<file path="src/rtl/pwm_pkg.sv">
// rtl/pwm_pkg.sv - shared PWM constants and fade envelope state encoding
//
// PWM_W        : duty / period counter width
// PWM_PERIOD   : clocks per PWM period
// fade_state_t : envelope FSM state, encoding visible on pwm_fade.phase
package pwm_pkg;

    localparam int PWM_W      = 8;
    localparam int PWM_PERIOD = 256;

    typedef enum logic [2:0] {
        S_IDLE    = 3'd0,
        S_UP      = 3'd1,
        S_HOLD_HI = 3'd2,
        S_DOWN    = 3'd3,
        S_HOLD_LO = 3'd4
    } fade_state_t;

endpackage

</file>
<file path="src/rtl/pwm_period_tick.sv">
// rtl/pwm_period_tick.sv - free-running PWM period counter with period-end pulse
//
// Ports:
//   clk        in  system clock, shared with the PWM stage
//   rst_n      in  asynchronous active-low reset
//   period_end out registered pulse, high for the one cycle the counter reads its
//                  last value (PWM_PERIOD-1); the following edge is the wrap edge
module pwm_period_tick
    import pwm_pkg::*;
(
    input  logic clk,
    input  logic rst_n,
    output logic period_end
);

    logic [PWM_W-1:0] pcnt;

    // period_end is registered, so it is raised one count early to line up
    // with the cycle in which pcnt holds the last value of the period.
    always_ff @(posedge clk or negedge rst_n) begin
        if (!rst_n) begin
            pcnt       <= '0;
            period_end <= 1'b0;
        end else begin
            pcnt       <= pcnt + PWM_W'(1);
            period_end <= (pcnt == PWM_W'(PWM_PERIOD - 2));
        end
    end

endmodule

</file>
<file path="src/rtl/pwm_fade.sv">
// rtl/pwm_fade.sv - breathing envelope generator feeding a PWM duty input
//
// Ramps duty_cycle from min_duty up to max_duty, dwells, ramps back down,
// dwells, and repeats while en is high. Every state / duty change lands on
// the PWM period wrap edge so the PWM stage never sees a mid-period change.
//
// Ports:
//   clk, rst_n  in  clock, asynchronous active-low reset
//   en          in  envelope enable
//   step        in  duty change per ramp step (0 behaves as 1)
//   min_duty    in  low clamp and ramp start value
//   max_duty    in  high clamp
//   div         in  extra PWM periods between ramp steps
//   hold        in  extra PWM periods spent in each hold state
//   duty_cycle  out registered duty for the PWM stage
//   phase       out current envelope state encoding
//   period_end  out pulse in the last cycle of every PWM period
//   cycle_done  out pulse in the first cycle after HOLD_LO hands back to UP
module pwm_fade
    import pwm_pkg::*;
#(
    parameter int DIV_W = 8
) (
    input  logic             clk,
    input  logic             rst_n,
    input  logic             en,
    input  logic [7:0]       step,
    input  logic [7:0]       min_duty,
    input  logic [7:0]       max_duty,
    input  logic [DIV_W-1:0] div,
    input  logic [7:0]       hold,
    output logic [7:0]       duty_cycle,
    output logic [2:0]       phase,
    output logic             period_end,
    output logic             cycle_done
);

    fade_state_t      state_q, state_d;
    logic [PWM_W-1:0] duty_d;
    logic [DIV_W-1:0] pre_q, pre_d;
    logic [7:0]       hcnt_q, hcnt_d;
    logic             done_d;

    logic [PWM_W-1:0] step_eff;
    logic [PWM_W:0]   up_sum;
    logic [PWM_W:0]   dn_diff;
    logic             step_evt;
    logic             up_clamp;
    logic             dn_clamp;

    pwm_period_tick u_tick (
        .clk        (clk),
        .rst_n      (rst_n),
        .period_end (period_end)
    );

    // Ninth bit catches overflow on the way up and borrow on the way down,
    // so neither direction can wrap to the far end of the 8-bit range.
    assign step_eff = (step == '0) ? PWM_W'(1) : step;
    assign up_sum   = {1'b0, duty_cycle} + {1'b0, step_eff};
    assign dn_diff  = {1'b0, duty_cycle} - {1'b0, step_eff};
    assign step_evt = (pre_q == div);
    assign up_clamp = (up_sum >= {1'b0, max_duty});
    assign dn_clamp = dn_diff[PWM_W] || (dn_diff[PWM_W-1:0] <= min_duty);

    always_ff @(posedge clk or negedge rst_n) begin
        if (!rst_n) begin
            state_q    <= S_IDLE;
            duty_cycle <= '0;
            pre_q      <= '0;
            hcnt_q     <= '0;
            cycle_done <= 1'b0;
        end else begin
            state_q    <= state_d;
            duty_cycle <= duty_d;
            pre_q      <= pre_d;
            hcnt_q     <= hcnt_d;
            cycle_done <= done_d;
        end
    end

    // Config inputs are only looked at while period_end is high, which is
    // what makes mid-period config writes harmless.
    always_comb begin
        state_d = state_q;
        duty_d  = duty_cycle;
        pre_d   = pre_q;
        hcnt_d  = hcnt_q;
        done_d  = 1'b0;
        if (period_end) begin
            if (!en) begin
                state_d = S_IDLE;
                duty_d  = '0;
                pre_d   = '0;
                hcnt_d  = '0;
            end else begin
                case (state_q)
                    S_IDLE: begin
                        state_d = S_UP;
                        duty_d  = min_duty;
                        pre_d   = '0;
                        hcnt_d  = '0;
                    end
                    S_UP: begin
                        if (step_evt) begin
                            pre_d = '0;
                            if (up_clamp) begin
                                state_d = S_HOLD_HI;
                                duty_d  = max_duty;
                                hcnt_d  = '0;
                            end else begin
                                duty_d = up_sum[PWM_W-1:0];
                            end
                        end else begin
                            pre_d = pre_q + DIV_W'(1);
                        end
                    end
                    S_HOLD_HI: begin
                        if (hcnt_q == hold) begin
                            state_d = S_DOWN;
                            pre_d   = '0;
                            hcnt_d  = '0;
                        end else begin
                            hcnt_d = hcnt_q + 8'd1;
                        end
                    end
                    S_DOWN: begin
                        if (step_evt) begin
                            pre_d = '0;
                            if (dn_clamp) begin
                                state_d = S_HOLD_LO;
                                duty_d  = min_duty;
                                hcnt_d  = '0;
                            end else begin
                                duty_d = dn_diff[PWM_W-1:0];
                            end
                        end else begin
                            pre_d = pre_q + DIV_W'(1);
                        end
                    end
                    S_HOLD_LO: begin
                        if (hcnt_q == hold) begin
                            state_d = S_UP;
                            pre_d   = '0;
                            hcnt_d  = '0;
                            done_d  = 1'b1;
                        end else begin
                            hcnt_d = hcnt_q + 8'd1;
                        end
                    end
                    default: begin
                        state_d = S_IDLE;
                        duty_d  = '0;
                        pre_d   = '0;
                        hcnt_d  = '0;
                    end
                endcase
            end
        end
    end

    always_comb begin
        phase = state_q;
    end

endmodule

</file>
<file path="config.mk">
export PLATFORM = sky130hd
export DESIGN_NAME = pwm_fade
export DESIGN_NICKNAME = d
export VERILOG_FILES = /design/src/rtl/pwm_pkg.sv /design/src/rtl/pwm_period_tick.sv /design/src/rtl/pwm_fade.sv
export SDC_FILE = /design/constraint.sdc
export NUM_CORES = 1
export LEC_CHECK = 0
export CORE_ASPECT_RATIO = 0.6
export CORE_MARGIN = 2
export CORE_UTILIZATION = 55
export CTS_CLUSTER_DIAMETER = 200
export DETAILED_ROUTE_END_ITERATION = 10
export GPL_TIMING_DRIVEN = 0
export PLACE_DENSITY_LB_ADDON = 0.25
export SETUP_SLACK_MARGIN = 0.05
export SLEW_MARGIN = 20
export SYNTH_ARGS = -nofsm -noshare
export SYNTH_HDL_FRONTEND = slang
export SYNTH_SLANG_ARGS = --single-unit
</file>
<file path="constraint.sdc">
create_clock -name clk -period 9.64 [get_ports clk]
set_clock_uncertainty 0.15 [all_clocks]
set_input_delay 1.446 -clock clk [delete_from_list [all_inputs] [get_ports clk]]
set_output_delay 1.446 -clock clk [all_outputs]
set_load 0.02 [all_outputs]
</file>
==> summary.md <==
| Metric | Value |
|---|---|
| Pwr dens | 90.5 mW/mm^2 |
| Asr flop ratio synth | 1.00 |
| Initial DRC count | between 300 and 400 |
| Placed cells | approximately 510 |
| Post-Syn Area per Cell | 8.74 um^2 |
| Hold buffer count at CTS | 0 |
| Fmax achieved | 158 MHz |
| Pre-antenna DRT Iters | 5 |
| Final setup fails | 0 |
| Initial Util | 0.582 |
| Yosys cell types | 56 |
| Status | completed |
| Initial antenna violation count | 0 |
| Hold Vio Cnt, Final | 0 |
| Area added between synthesis and finish | 23.5% |
| Predominant post-synthesis flop cell | dfrtp_1 |
| Fill cell count | 436 |
| Num CTS Buffers | 5 |
| Number of H-tree levels | 2 |
| Most frequent cells after synthesis | dfrtp_1, ha_1, inv_1, nand2_1, nor2_1 |
| Global-route wire length before repair | 14400 um |
| Final layout net count | approximately 520 |
| Post-synth EDFFs | 0 |
| Crit Path Category | input pin to flop |
| Post-CTS Repair Setup Buffers | 0 |
| Maxcap violations | 0 |
| Io pins | 56 |
| Required @ worst endpoint | 9640 ps |
| Crit end category | flop |
| Post-DP Area | 0.00396 mm^2 |
| Power after layout | 369 uW |
| CORE AREA | around 0.0057 mm^2 |
| Final non-filler cell total | 521 |
| Actual slew at the worst max-slew pin | 816 ps |
| Vias post-DR | 3067 |
| Drt wl/cell | 16.5 um |
| Worst min-delay path startpoint | u_tick.pcnt[7] |
| Crit Path Max Fanout | 8 |
| Slew headroom | 0.453 |
| Total track usage | 0.274 |
| Synthesized flop and latch total | 37 |
| Crit path launch | step[1] |
| Post-synth top area share | 0.280 |
| Die W | 104 um |
| Clock Path Buffers | 2 |
| Vias per cell | 5.89 |
| Port bufs | 54 |
| Clk slew on worst S/H paths | approximately 80 ps |
| Final core utilization | 0.719 |
| Die height | 64.0 um |
| Synth Warn # | 0 |
| Rows | 21 |
| RSZ-0062 raised after global routing | false |
| Antenna Cells | 0 |
| Synth area leader | dfrtp_1 |
| WP data arrival | 6320 ps |
| Synthesized net count | between 400 and 500 |
| Dpl hpwl | 6850 um |
| Post-layout minimum cycle time | about 6300 ps |
| Clk root buf | clkbuf_8 |
| HP Class | flop to flop |
| Share of layout cells above drive strength 1 | 0.0726 |
| Pin count of the biggest net entering global routing | 26 |
| Total grt overflow | 0 |
| Startpoint types | input pin |
| RR Startpoint | duty_cycle[0] |
| Setup TNS | 0 ps |
| Cts repair resizes | 0 |
| Max Slew Vio Count | 0 |
| Leak pwr | between 0.0015 and 0.002 uW |
| Worst VDD drop | 54.7 uV |
| Crit share post-route | 0.655 |
| Die area | around 0.0067 mm^2 |
| Clk sink count | 37 |
| Final WL | between 8000 and 9000 um |
| DRC violations left | 0 |
| CTS tree | done |
| Synth top area cells | dfrtp_1, ha_1, xor2_1 |
| Final Cell Area | 0.00408 mm^2 |
| Sequential share of the synthesized area | 0.280 |
| Final ANT Viol Nets | 0 |
| Post-synthesis cell area | 0.00330 mm^2 |
| GPL Wtd Cong | approximately 0.91 |
| Clk_lat worst skew | 290 ps |
| Post-Syn Instances | ~380 |
| Vias in the first global route | roughly 2900 |
==> layout by cell type (no fill, tap or decap), types with 5 or more instances in the layout <==
cell             count
o21ai_0             19
nor3_1               7
and3_1               5
clkbuf_1            12
nand2b_1             7
a21oi_1             15
inv_1               32
xor2_1              20
nor2_1              21
nand4_1             10
clkbuf_8             6
nor2b_1              9
nor4_1               8
clkdlybuf4s50_1     53
nand2_1             25
xnor2_1             19
nand3_1             11
ha_1                37
mux2_2               7
a22oi_1              5
o221ai_1             6
dfrtp_1             37
==> routing by layer <==
layer	global-route usage	wire, um
met5	0	0
met4	0.0524	68
met1	0.422	4360
met3	0.0541	750
met2	0.400	3440
==> final cells by class <==
type	count	area [um^2]	area share
well taps	80	100	0.0245
flip-flops and latches	37	926	0.227
clock buffers	6	82.6	0.0202
plain buffers	16	70.1	0.0172
repair buffers	55	556	0.136
multi-input cells	293	2190	0.536
inverters	32	120	0.0294
clock inverters	2	37.5	0.00920
==> critical path, cell delays in order <==
cell	delay, ps
clkdlybuf4s50_1	530
inv_1	140
a41o_1	330
ha_1	240
fa_1	450
nand2b_4	110
a221o_1	250
nand2_1	70
o311ai_0	410
ha_1	330
a21o_1	180
a211o_1	360
nor3_2	710
mux2_2	420
a22oi_1	200
o221ai_1	160
==> kinds of logic (layout without fill, tap and decap cells) <==
family | after synthesis | after routing | synth area share
DFF | 37 | 37 | 0.280
adders and majority gates | 39 | 39 | 0.152
AOI/OAI and AO/OA | 82 | 82 | 0.174
xor gates and xnor gates | 39 | 39 | 0.103
muxes | 11 | 11 | 0.0360
buffers and inverters | 48 | 111 | 0.0576
and+or+nand+nor | 122 | 122 | 0.197
==> final timing paths <==
check / to / slack [ps] / depth (start not counted)
max: duty_cycle[1] / 3320 / 16
min: u_tick.pcnt[7] / 320 / 1
max reg2reg: duty_cycle[1] / 5040 / 13
min reg2reg: u_tick.pcnt[7] / 320 / 1
max in group asynchronous: hcnt_q[0] / 7970 / 2
min in group asynchronous: duty_cycle[3] / 910 / 1
==> flip-flops by register name, summed over array words and instances (netlist names) <==
signal / flops
phase: 3
u_tick.period_end: 1
duty_cycle: 8
cycle_done: 1
hcnt_q: 8
pre_q: 8
u_tick.pcnt: 8
==> per-stage QoR <==
step                hold slack (ps)  setup slack, ps
finish                          318             3320
global route                    345             3060
CTS                             319             3330
detailed placement              307             3030
global placement                301             3160
floorplan                       284             4300
==> power breakdown <==
| group | total, uW | switching (uW) | internal [uW] |
|---|---|---|---|
| logic | 69.8 | 33.9 | 35.9 |
| clock network | 144 | 60.2 | 84.2 |
| registers | 155 | 0 | 155 |
Note: power is estimated with default switching activity, not from simulation.
